`config.mk`:
```
export PLATFORM = sky130hd
export DESIGN_NAME = logic_op_pipe
export DESIGN_NICKNAME = d
export VERILOG_FILES = /design/src/rtl/logic_op_pipe.sv
export SDC_FILE = /design/constraint.sdc
export NUM_CORES = 1
export LEC_CHECK = 0
export BUFFER_PORTS_ARGS = -buffer_cell sky130_fd_sc_hd__buf_2
export CAP_MARGIN = 20
export CORE_ASPECT_RATIO = 0.7
export CORE_UTILIZATION = 49
export CTS_CLUSTER_SIZE = 10
export DETAILED_ROUTE_END_ITERATION = 12
export HOLD_SLACK_MARGIN = 0.06
export PLACE_DENSITY = 0.71
export SETUP_SLACK_MARGIN = 0.02
export SYNTH_ARGS = -nofsm -noshare
export SYNTH_HDL_FRONTEND = slang
export SYNTH_SLANG_ARGS = --single-unit
```
`constraint.sdc`:
```
create_clock -name clk -period 1.4 [get_ports clk]
set_input_delay 0.14 -clock clk [delete_from_list [all_inputs] [get_ports clk]]
set_output_delay 0.14 -clock clk [all_outputs]
set_load 0.02 [all_outputs]
```
`src/rtl/logic_op_pipe.sv`:
```
// logic_op_pipe: registered bitwise/logical/reduction operator slice with a
// valid/ready handshake on both sides and a 2-entry skid stage.
//
// Ports:
//   clk, rst_n            single rising-edge clock, synchronous active-low reset
//   in_valid/in_ready     operand beat handshake (in_ready is a register output)
//   in_a, in_b, in_op     operands and 4-bit operator code
//   out_valid/out_ready   result beat handshake
//   out_data, out_err     result and illegal-opcode flag
//   op_count              completed output handshakes (wraps)
//   xz_flag               (LOGIC_OP_XCHK_EN only) an operand had x/z bits
//
// Optional feature macro: LOGIC_OP_XCHK_EN adds the xz_flag output.

module logic_op_pipe #(
  parameter int unsigned WIDTH = 4,
  parameter int unsigned CNT_W = 16
) (
  input  logic             clk,
  input  logic             rst_n,
  input  logic             in_valid,
  output logic             in_ready,
  input  logic [WIDTH-1:0] in_a,
  input  logic [WIDTH-1:0] in_b,
  input  logic [3:0]       in_op,
  output logic             out_valid,
  input  logic             out_ready,
  output logic [WIDTH-1:0] out_data,
  output logic             out_err,
`ifdef LOGIC_OP_XCHK_EN
  output logic             xz_flag,
`endif
  output logic [CNT_W-1:0] op_count
);

  localparam logic [3:0] OP_NOT  = 4'd0;
  localparam logic [3:0] OP_AND  = 4'd1;
  localparam logic [3:0] OP_OR   = 4'd2;
  localparam logic [3:0] OP_XOR  = 4'd3;
  localparam logic [3:0] OP_XNOR = 4'd4;
  localparam logic [3:0] OP_LNOT = 4'd5;
  localparam logic [3:0] OP_LAND = 4'd6;
  localparam logic [3:0] OP_LOR  = 4'd7;
  localparam logic [3:0] OP_RAND = 4'd8;
  localparam logic [3:0] OP_ROR  = 4'd9;
  localparam logic [3:0] OP_RXOR = 4'd10;
  localparam logic [3:0] OP_NAND = 4'd11;

  typedef enum logic [1:0] {
    EMPTY = 2'd0,
    ONE   = 2'd1,
    FULL  = 2'd2
  } state_e;

  state_e           state_q, state_d;
  logic             in_ready_q, in_ready_d;
  logic             out_valid_q, out_valid_d;
  logic [WIDTH-1:0] or_data_q, or_data_d;
  logic             or_err_q, or_err_d;
  logic [WIDTH-1:0] sr_data_q, sr_data_d;
  logic             sr_err_q, sr_err_d;
  logic [CNT_W-1:0] cnt_q, cnt_d;

  logic             accept_c;
  logic             deliver_c;
  logic [WIDTH-1:0] res_c;
  logic             err_c;
  logic             bit_c;

`ifdef LOGIC_OP_XCHK_EN
  logic or_xz_q, or_xz_d;
  logic sr_xz_q, sr_xz_d;
  logic xz_c;
  logic binary_c;

  // 4-state check: reduction-XOR of any x/z bit yields x.
  always_comb begin
    binary_c = (in_op inside {OP_AND, OP_OR, OP_XOR, OP_XNOR, OP_LAND, OP_LOR, OP_NAND});
    xz_c     = ((^in_a) === 1'bx) || (binary_c && ((^in_b) === 1'bx));
  end
`endif

  assign accept_c  = in_valid && in_ready_q;
  assign deliver_c = out_valid_q && out_ready;

  // Operator datapath; 1-bit results land in bit 0 and are zero-extended.
  always_comb begin
    res_c = '0;
    err_c = 1'b0;
    bit_c = 1'b0;
    case (in_op)
      OP_NOT:  res_c = ~in_a;
      OP_AND:  res_c = in_a & in_b;
      OP_OR:   res_c = in_a | in_b;
      OP_XOR:  res_c = in_a ^ in_b;
      OP_XNOR: res_c = in_a ~^ in_b;
      OP_LNOT: begin bit_c = !in_a;         res_c = WIDTH'(bit_c); end
      OP_LAND: begin bit_c = in_a && in_b;  res_c = WIDTH'(bit_c); end
      OP_LOR:  begin bit_c = in_a || in_b;  res_c = WIDTH'(bit_c); end
      OP_RAND: begin bit_c = &in_a;         res_c = WIDTH'(bit_c); end
      OP_ROR:  begin bit_c = |in_a;         res_c = WIDTH'(bit_c); end
      OP_RXOR: begin bit_c = ^in_a;         res_c = WIDTH'(bit_c); end
      OP_NAND: res_c = ~(in_a & in_b);
      default: err_c = 1'b1;
    endcase
  end

  // Skid FSM: OR feeds the output, SR catches one beat while stalled.
  always_comb begin
    state_d   = state_q;
    or_data_d = or_data_q;
    or_err_d  = or_err_q;
    sr_data_d = sr_data_q;
    sr_err_d  = sr_err_q;
`ifdef LOGIC_OP_XCHK_EN
    or_xz_d   = or_xz_q;
    sr_xz_d   = sr_xz_q;
`endif
    cnt_d     = deliver_c ? cnt_q + CNT_W'(1) : cnt_q;

    case (state_q)
      EMPTY: begin
        if (accept_c) begin
          or_data_d = res_c;
          or_err_d  = err_c;
`ifdef LOGIC_OP_XCHK_EN
          or_xz_d   = xz_c;
`endif
          state_d   = ONE;
        end
      end
      ONE: begin
        if (accept_c && deliver_c) begin
          or_data_d = res_c;
          or_err_d  = err_c;
`ifdef LOGIC_OP_XCHK_EN
          or_xz_d   = xz_c;
`endif
        end else if (accept_c) begin
          sr_data_d = res_c;
          sr_err_d  = err_c;
`ifdef LOGIC_OP_XCHK_EN
          sr_xz_d   = xz_c;
`endif
          state_d   = FULL;
        end else if (deliver_c) begin
          state_d   = EMPTY;
        end
      end
      FULL: begin
        if (deliver_c) begin
          or_data_d = sr_data_q;
          or_err_d  = sr_err_q;
`ifdef LOGIC_OP_XCHK_EN
          or_xz_d   = sr_xz_q;
`endif
          state_d   = ONE;
        end
      end
      default: state_d = EMPTY;
    endcase

    // Flags registered from the next state so they line up with it.
    in_ready_d  = (state_d != FULL);
    out_valid_d = (state_d != EMPTY);
  end

  always_ff @(posedge clk) begin
    if (!rst_n) begin
      state_q     <= EMPTY;
      in_ready_q  <= 1'b1;
      out_valid_q <= 1'b0;
      or_data_q   <= '0;
      or_err_q    <= 1'b0;
      sr_data_q   <= '0;
      sr_err_q    <= 1'b0;
      cnt_q       <= '0;
`ifdef LOGIC_OP_XCHK_EN
      or_xz_q     <= 1'b0;
      sr_xz_q     <= 1'b0;
`endif
    end else begin
      state_q     <= state_d;
      in_ready_q  <= in_ready_d;
      out_valid_q <= out_valid_d;
      or_data_q   <= or_data_d;
      or_err_q    <= or_err_d;
      sr_data_q   <= sr_data_d;
      sr_err_q    <= sr_err_d;
      cnt_q       <= cnt_d;
`ifdef LOGIC_OP_XCHK_EN
      or_xz_q     <= or_xz_d;
      sr_xz_q     <= sr_xz_d;
`endif
    end
  end

  assign in_ready  = in_ready_q;
  assign out_valid = out_valid_q;
  assign out_data  = or_data_q;
  assign out_err   = or_err_q;
  assign op_count  = cnt_q;
`ifdef LOGIC_OP_XCHK_EN
  assign xz_flag   = or_xz_q;
`endif

endmodule

```
==> results of run 1 <==
power by group:
| group | total, mW | switching, mW | internal, mW |
|---|---|---|---|
| combinational | 0.556 | 0.310 | 0.247 |
| clock | 0.815 | 0.320 | 0.496 |
| sequential | 0.922 | 0.0280 | 0.894 |
| total | 2.29 | 0.658 | 1.64 |
path summary, 6_finish.rpt:
kind / end / slack, ns / depth (start not counted)
setup / recovery: op_count[13]$_SDFFE_PN0P_ / -0.04 / 5
hold / removal: out_err$_SDFFE_PN0P_ / 0.21 / 2
setup reg to reg: op_count[13]$_SDFFE_PN0P_ / -0.04 / 5
hold reg to reg: out_data[2]$_SDFFE_PN0P_ / 0.48 / 1
cell usage in the layout (no fill, tap or decap), types with 5 or more instances in the layout:
| master | n |
|---|---|
| ha_4 | 5 |
| dfxtp_4 | 7 |
| ha_1 | 8 |
| inv_1 | 9 |
| a21oi_1 | 11 |
| dfxtp_1 | 17 |
| o21ai_0 | 17 |
| dfxtp_2 | 6 |
| clkbuf_8 | 8 |
| nand2_1 | 16 |
| xnor2_1 | 8 |
| buf_2 | 35 |
| and2_1 | 11 |
| nor2_1 | 6 |
| inv_2 | 6 |
| a211oi_2 | 5 |
| buf_4 | 37 |
| nand3_1 | 5 |
metrics by stage:
stage / std cells / setup TNS [ns] / setup slack (ns)
floorplan: 226 / -0.229 / -0.0683
global placement: 335 / -1.15 / -0.202
detailed placement: 335 / -1.69 / -0.273
CTS: 343 / -0.0775 / -0.0291
global route: 347 / -0.481 / -0.102
finish: 347 / -0.0766 / -0.0362
layer usage:
layer  part of all wire (%)  wire, um  global-route usage, %
met4                    2.3       123                   8.01
met2                     44      2330                   39.2
met1                     49      2580                   36.3
met3                    4.6       242                   5.08
met5                      0         0                      0
what timing repair did:
item                       CTS  global route
setup buffers                0             3
pin swaps                    0             6
resized for setup            2            36
setup endpoints to repair    8            21
cloned                       0             1
sequential cells by signal, indices dropped and copies added, names as in the netlist:
name       flops
sr_data_q      4
sr_err_q       1
out_valid      1
state_q        2
out_data       4
in_ready       1
out_err        1
op_count      16
cell families (layout without fill, tap and decap cells):
kind of cell               Yosys count  after routing
buffers and inverters               31            102
AOI/OAI and AO/OA                   58             58
muxes                                1              1
DFF                                 30             30
xor gates and xnor gates            12             12
adders and majority gates           13             13
and+or+nand+nor                     81             81
final cells by class:
| cell class | count | area, um2 |
|---|---|---|
| flip-flops and latches | 30 | 634 |
| fillers | 266 | 842 |
| well taps | 50 | 62.6 |
| inverters | 17 | 73.8 |
| multi-input cells | 165 | 1370 |
| repair buffers | 77 | 513 |
| clock buffers | 8 | 110 |
==> reports/results.ini, run 1 <==
[placed_design]
place_hpwl_um = 3670
io_buffers = 38
placed_area_um2 = 2470
gp_congestion = 0.828

[worst_setup_path]
path_class = reg2reg
cp_top_family = simple AND/OR/NAND/NOR gates
crit_buf_inv = 0
startpoint_type = flop
cp.arrival_ns = 1.67
cp_slowest_cell = or3_4
crit_chain = nand3_4 > or3_4 > nor3_2 > xor2_1 > and2_1
cp-end-kind = flop
cpPeakStageDelay_ns = 0.43
critPathLaunch = op_count[8]$_SDFFE_PN0P_
r2r-start = op_count[8]$_SDFFE_PN0P_
critPathMaxFanout = 6
required_ns = 1.63

[global_route]
grt_util_all_layers_pct = 25.5
grt_pass1_wl_um = 7960
grt_pass1_vias = 1658
grt_max_degree = 19
antenna_found_initial = 0
grt_overflow = 0

[worst_hold_path]
holdCritStartpoint = rst_n
hold_class = in2reg

[synthesis]
synth_compound_area_share_pct = 19.5
synth_edf_count = 0
synthArstFlopShare_pct = 0
synthCells = 226
synth-simple-area-share_pct = 26.4
ys_types = 41
synth_seq_cells = 30
synth_top_family_by_area = simple AND/OR/NAND/NOR gates
ys.warnings.count = 0
synth_area_leaders = dfxtp_1 32%, ha_1 8.6%, o21ai_0 5.3%
synth_ff_type = dfxtp_1
muxShareOfSynthArea_pct = 0.598
syn_nets = 255
yosysSeqAreaShare_pct = 31.9
synth.top_cells.by_count = 30 x dfxtp_1, 20 x o21ai_0, 17 x inv_1
postSynthAreaPerCell_um2 = 8.33
synth_area_leader_cell = dfxtp_1
yosysMostFrequentCell = dfxtp_1
synth_fa_ha_area_share_pct = 8.64
synthXorXnorAreaFrac_pct = 5.58
synth_area_um2 = 1880
yosys.area.top_type_share_pct = 31.9

[clock_network]
ctsHoldBuffers = 0
worstSkewPairLatency_ns = 0.28
path_clk_slew_ns = 0.06
h-tree-depth = 2
cts_root_buffer = clkbuf_8
cts_tree = built
cts_made_buffers = 5
clk_path_buf_depth = 2
cts.sinks = 30

[timing]
fin_hold_ws_ns = 0.213
layout_min_cycle_time_ns = 1.44
drv_slew = 0
worst_pin_slew_ns = 0.421
finalSetupViolCount = 3
rsz0062_at_grt = yes
max_freq_mhz = 696
hold_violations = 0
timing.slew.headroom_pct = 71.7
fin_crit_sh_pct = 103
clock-skew-final_ns = 0.00417
setup_ws_ns = -0.0362

[power]
peakVddDrop_uv = 788
p_leak_nw = 1.19
power.density_nw_per_um2 = 831
power_mw = 2.29

[drt]
drtAntennaViolNets = 0
firstDrtPassIters = 4
drt_iter0_drc = 90
avgRoutedWirePerCell_um = 15.2
viasPerCell = 5.55
routed_wl_um = 5270
dr_total_vias = 1925
drc = 0

[die]
die_w_um = 76.1
die_y_um = 53.9
num_rows = 18
start_util_pct = 52.3
io_pins = 39
die_area_um2 = 4100
core_um2 = 3600

[status]
status = complete, but fails checks
violations = negative setup slack

[layout]
final_cell_area_um2 = 2760
antenna_cells = 0
nNetsFinal = 325
fin_util_pct = 76.6
drive_above_1_share_pct = 47.8
syn_to_final_growth_pct = 46.6

[flow_run]
cap_violations = 0

Power figures use the tool's default switching activity.
==> run 2, diff against run 1 <==
Settings changed: PLACE_DENSITY 0.71 to default, PLACE_DENSITY_LB_ADDON from default to 0.2.
==> reports/results.ini, run 2 (synthesized netlist as in run 1, its figures left out) <==
[die]
num_rows = 18  ; unchanged
die_area_um2 = 4100  ; unchanged
die_y_um = 53.9  ; unchanged
io_pins = 39  ; unchanged
die_w_um = 76.1  ; unchanged
core_um2 = 3600  ; unchanged
start_util_pct = 52.3  ; unchanged

[clock_network]
clk_path_buf_depth = 2  ; unchanged
cts_root_buffer = clkbuf_8  ; unchanged
cts_made_buffers = 5  ; unchanged
cts.sinks = 30  ; unchanged
h-tree-depth = 2  ; unchanged
path_clk_slew_ns = 0.06  ; about the same
worstSkewPairLatency_ns = 0.28  ; about the same
cts_tree = built  ; unchanged

[timing]
rsz0062_at_grt = yes  ; unchanged
drv_slew = 0  ; unchanged
hold_violations = 0  ; unchanged
worst_pin_slew_ns = 0.335  ; was 0.421 ns
finalSetupViolCount = 4  ; was 3
clock-skew-final_ns = 0.00420  ; was 0.00417 ns
fin_hold_ws_ns = 0.193  ; was 0.213 ns
timing.slew.headroom_pct = 77.3  ; was 71.7%
fin_setup_tns_ns = -0.179  ; was -0.0766 ns
fin_crit_sh_pct = 107  ; was 103%
max_freq_mhz = 667  ; was 696 MHz
setup_ws_ns = -0.0990  ; was -0.0362 ns
layout_min_cycle_time_ns = 1.50  ; was 1.44 ns

[global_route]
grt_overflow = 0  ; unchanged
grt_pass1_vias = 1645  ; was 1658
grt_pass1_wl_um = 7370  ; was 7960 um
grt_util_all_layers_pct = 23.7  ; was 25.5%
antenna_found_initial = 0  ; unchanged
grt_max_degree = 20  ; was 19

[worst_setup_path]
r2r-start = op_count[8]$_SDFFE_PN0P_  ; unchanged
required_ns = 1.63  ; about the same
cp-endpoint = op_count[15]$_SDFFE_PN0P_  ; was op_count[13]$_SDFFE_PN0P_
startpoint_type = flop  ; unchanged
critPathLaunch = op_count[8]$_SDFFE_PN0P_  ; unchanged
reg2regPathDepth = 5  ; unchanged
path_class = reg2reg  ; unchanged
critPathMaxFanout = 6  ; unchanged
cp.arrival_ns = 1.72  ; was 1.67 ns
r2r_setup_slack_ns = -0.1  ; was -0.04 ns
r2r_end = op_count[15]$_SDFFE_PN0P_  ; was op_count[13]$_SDFFE_PN0P_
cp-end-kind = flop  ; unchanged

[layout]
final_cell_mix = 40 x buf_4, 37 x buf_2, 17 x o21ai_0, 17 x dfxtp_1, 16 x nand2_1  ; was 37 x buf_4, 35 x buf_2, 17 x o21ai_0, 17 x dfxtp_1, 16 x nand2_1
final_cell_area_um2 = 2670  ; was 2760 um2
drive_above_1_share_pct = 46.6  ; was 47.8%
largest_reg_flops = 16  ; unchanged
mostFrequentLayoutCell = buf_4  ; unchanged
antenna_cells = 0  ; unchanged
nNetsFinal = 326  ; was 325
syn_to_final_growth_pct = 41.7  ; was 46.6%
fin_util_pct = 74.1  ; was 76.6%

[drt]
drt_iter0_drc = 92  ; was 90
drc = 0  ; unchanged
routed_wl_um = 4990  ; was 5270 um
avgRoutedWirePerCell_um = 14.3  ; was 15.2 um
dr_total_vias = 1933  ; was 1925
firstDrtPassIters = 4  ; unchanged
drtAntennaViolNets = 0  ; unchanged
viasPerCell = 5.55  ; about the same

[placed_design]
place_hpwl_um = 3570  ; was 3670 um
io_buffers = 38  ; unchanged
placed_area_um2 = 2480  ; was 2470 um2
gp_congestion = 0.833  ; was 0.828

[power]
power.density_nw_per_um2 = 790  ; was 831 nW/um2
p_leak_nw = 1.16  ; was 1.19 nW
peakVddDrop_uv = 916  ; was 788 uV
power_mw = 2.11  ; was 2.29 mW

[flow_run]
cap_violations = 0  ; unchanged

[worst_hold_path]
holdCritStartpoint = rst_n  ; unchanged
hold_class = in2reg  ; unchanged
hold_depth = 3  ; was 2

[status]
violations = negative setup slack  ; unchanged
status = complete, but fails checks  ; unchanged

## run 2: changes by cell type in the layout (fill, tap and decap cells not counted), sizes merged
cell,change
clkbuf,-2
clkdlybuf4s15,+1
clkinv,+2
## run 2: what timing repair did
| action | in CTS | in global routing |
|---|---|---|
| hold buffers | 0 | 0 |
| cloned | 0 | 1 |
| gates resized for setup | 2 | 18 |
| endpoints found under the setup margin | 5 | 17 |
| setup buffers | 0 | 3 |
| pin swaps | 3 | 8 |
## run 2: routing by layer
layer	track usage (%)	routed length (um)	vias up
li1	-	-	946
met1	30.7	2300	918
met2	39.2	2310	63
met3	5.76	330	6
met4	8.65	47	0
met5	0	0	-
## run 2: how the worst min path moves through the flow
stage,to
after detailed placement,out_data[3]$_SDFFE_PN0P_
after CTS,sr_data_q[1]$_SDFFE_PN0P_
after floorplan,op_count[1]$_SDFFE_PN0P_
final,sr_data_q[3]$_SDFFE_PN0P_
after global routing,op_count[9]$_SDFFE_PN0P_
after global placement,out_data[2]$_SDFFE_PN0P_
## run 2: cell type report
cell class | count | area [um2]
multi-input cells | 165 | 1330
fillers | 283 | 935
flip-flops and latches | 30 | 632
repair buffers | 78 | 497
clock buffers | 6 | 72.6
inverters | 17 | 66.3
well taps | 50 | 62.6
clock inverters | 2 | 8.76
## run 2: worst max-delay path: stages (launching register included)
cell	delay, ns
dfxtp_4	0.36
nand3_4	0.08
or3_4	0.44
nor4_4	0.20
xor2_1	0.23
and2_1	0.15
## run 2: per-stage QoR
stage               std cells  setup slack, ns
floorplan                 226          -0.0683
global placement          336           -0.194
detailed placement        336           -0.244
CTS                       344          -0.0809
global route              348           -0.129
finish                    348          -0.0990
## run 2: report_power, final
part / switching (mW) / total (mW) / internal [mW]
Combinational: 0.294 / 0.533 / 0.239
Clock: 0.314 / 0.655 / 0.341
Sequential: 0.0270 / 0.921 / 0.894
Total: 0.635 / 2.11 / 1.47
==> run 3, diff against run 2 <==
Settings changed: CORE_UTILIZATION 49 to 50, CTS_BUF_LIST from default to sky130_fd_sc_hd__clkbuf_4 sky130_fd_sc_hd__clkbuf_8.
==> reports/results.ini, run 3 (synthesized netlist as in run 1, its figures left out) <==
[timing]
fin_crit_sh_pct = 98.9  ; was 107%
fin_setup_tns_ns = 0  ; was -0.179 ns
setup_ws_ns = 0.0161  ; was -0.0990 ns
timing.slew.headroom_pct = 78.5  ; was 77.3%
layout_min_cycle_time_ns = 1.38  ; was 1.50 ns
fin_hold_ws_ns = 0.233  ; was 0.193 ns
clock-skew-final_ns = 0.00561  ; was 0.00420 ns
max_freq_mhz = 723  ; was 667 MHz
hold_violations = 0  ; unchanged
worst_pin_slew_ns = 0.318  ; was 0.335 ns
rsz0062_at_grt = yes  ; unchanged
finalSetupViolCount = 0  ; was 4
drv_slew = 0  ; unchanged

[global_route]
grt_overflow = 0  ; unchanged
grt_pass1_wl_um = 7160  ; was 7370 um
grt_max_degree = 18  ; was 20
grt_util_all_layers_pct = 23.9  ; was 23.7%
antenna_found_initial = 0  ; unchanged
grt_pass1_vias = 1523  ; was 1645

[power]
clkPwrFrac_pct = 33.7  ; was 31.1%
seqPwrFrac_pct = 42.0  ; was 43.7%
p_comb_share_pct = 24.3  ; was 25.3%
p_leak_nw = 1.21  ; was 1.16 nW
p_int_mw = 1.55  ; was 1.47 mW
power_switching_uw = 640  ; was 635 uW
power_mw = 2.19  ; was 2.11 mW
p_sw_share_pct = 29.2  ; was 30.1%
power.density_nw_per_um2 = 801  ; was 790 nW/um2
peakVddDrop_uv = 683  ; was 916 uV

[placed_design]
io_buffers = 38  ; unchanged
gp_congestion = 0.838  ; was 0.833
place_hpwl_um = 3360  ; was 3570 um
placed_area_um2 = 2470  ; was 2480 um2
preCtsSetupSlack_ns = -0.270  ; was -0.244 ns

[clock_network]
cts_tree = built  ; unchanged
ctsHoldBuffers = 0  ; unchanged
worstSkewPairLatency_ns = 0.28  ; about the same
path_clk_slew_ns = 0.07  ; was 0.06 ns
cts.sinks = 30  ; unchanged
clk_path_buf_depth = 2  ; unchanged
cts_made_buffers = 5  ; unchanged
cts_root_buffer = clkbuf_8  ; unchanged
h-tree-depth = 2  ; unchanged

[die]
start_util_pct = 52.9  ; was 52.3%
num_rows = 18  ; unchanged
core_um2 = 3560  ; was 3600 um2
die_area_um2 = 4020  ; was 4100 um2
die_y_um = 53.3  ; was 53.9 um
io_pins = 39  ; unchanged
die_w_um = 75.4  ; was 76.1 um

[drt]
drc = 0  ; unchanged
met2WireLength_um = 1960  ; was 2310 um
routed_wl_um = 4700  ; was 4990 um
drt_iter0_drc = 104  ; was 92
dr.max_layer_used = met4  ; unchanged
viasPerCell = 5.37  ; was 5.55
firstDrtPassIters = 6  ; was 4
dr_total_vias = 1858  ; was 1933
wl_met1_um = 2500  ; was 2300 um
drtAntennaViolNets = 0  ; unchanged
avgRoutedWirePerCell_um = 13.6  ; was 14.3 um
wl_met3_um = 201  ; was 330 um

[layout]
antenna_cells = 0  ; unchanged
syn_to_final_growth_pct = 45.5  ; was 41.7%
mostFrequentLayoutCell = buf_4  ; unchanged
multi_input_area_um2 = 1370  ; was 1330 um2
drive_above_1_share_pct = 48.0  ; was 46.6%
final_cell_area_um2 = 2740  ; was 2670 um2
nNetsFinal = 324  ; was 326
seqCellArea_um2 = 634  ; was 632 um2
largest_reg_flops = 16  ; unchanged
final_cell_mix = 37 x buf_4, 33 x buf_2, 19 x o21ai_0  ; was 40 x buf_4, 37 x buf_2, 17 x o21ai_0, 17 x dfxtp_1, 16 x nand2_1
fillers = 258  ; was 283

[worst_setup_path]
required_ns = 1.58  ; was 1.63 ns
cp-end-kind = flop  ; unchanged
cp.arrival_ns = 1.56  ; was 1.72 ns
path_class = reg2reg  ; unchanged
critPathMaxFanout = 6  ; unchanged
startpoint_type = flop  ; unchanged

[status]
status = finished clean  ; was complete, but fails checks

[flow_run]
cap_violations = 0  ; unchanged

[worst_hold_path]
hold_class = in2reg  ; unchanged

## run 3: layer usage
layer,global-route usage [%],vias to the layer above
li1,-,953
met1,37.4,861
met2,32.4,38
met3,5.14,6
met4,4.63,0
met5,0,-
## run 3: final timing paths
check	startpoint	slack [ns]	to	cells past startpoint
worst max-delay path	op_count[9]$_SDFFE_PN0P_	0.02	op_count[15]$_SDFFE_PN0P_	5
worst min-delay path	rst_n	0.23	op_count[9]$_SDFFE_PN0P_	2
worst max register to register	op_count[9]$_SDFFE_PN0P_	0.02	op_count[15]$_SDFFE_PN0P_	5
worst min register to register	out_data[2]$_SDFFE_PN0P_	0.48	out_data[2]$_SDFFE_PN0P_	1
## run 3: stage by stage
step,utilization [%],std cells
floorplan,-,226
global placement,69.5,335
detailed placement,69.5,335
CTS,73.1,344
global route,77.0,346
finish,77.0,346
## run 3: what timing repair did
action                                  4_1_cts  5_1_grt
setup buffers                                 1        1
gates cloned                                  0        1
pin swaps                                     4       14
endpoints found under the setup margin        5       17
gates resized for setup                       4       33
## run 3: cell type report
type / count / area share (%)
Tap cell: 50 / 2.28
Sequential cell: 30 / 23.2
Inverter: 17 / 2.42
Timing Repair Buffer: 76 / 18.8
Clock inverter: 1 / 0.183
Multi-Input combinational cell: 165 / 49.9
Clock buffer: 7 / 3.29
## run 3: worst max-delay path: stages, from the launching register on
cell and delay (ns):
dfxtp_4 0.36, inv_2 0.04, or3_4 0.45, nor4_4 0.19, xor2_1 0.09, and2_1 0.16
## run 3: power groups by stage
| stage | logic, mW | registers, mW | clock network (mW) |
|---|---|---|---|
| finish | 0.533 | 0.922 | 0.739 |
| CTS | 0.485 | 0.918 | 0.742 |
| detailed placement | 0.481 | 0.937 | 0 |
| global placement | 0.475 | 0.935 | 0 |
| global route | 0.586 | 0.927 | 0.797 |
| floorplan | 0.260 | 0.974 | 0 |
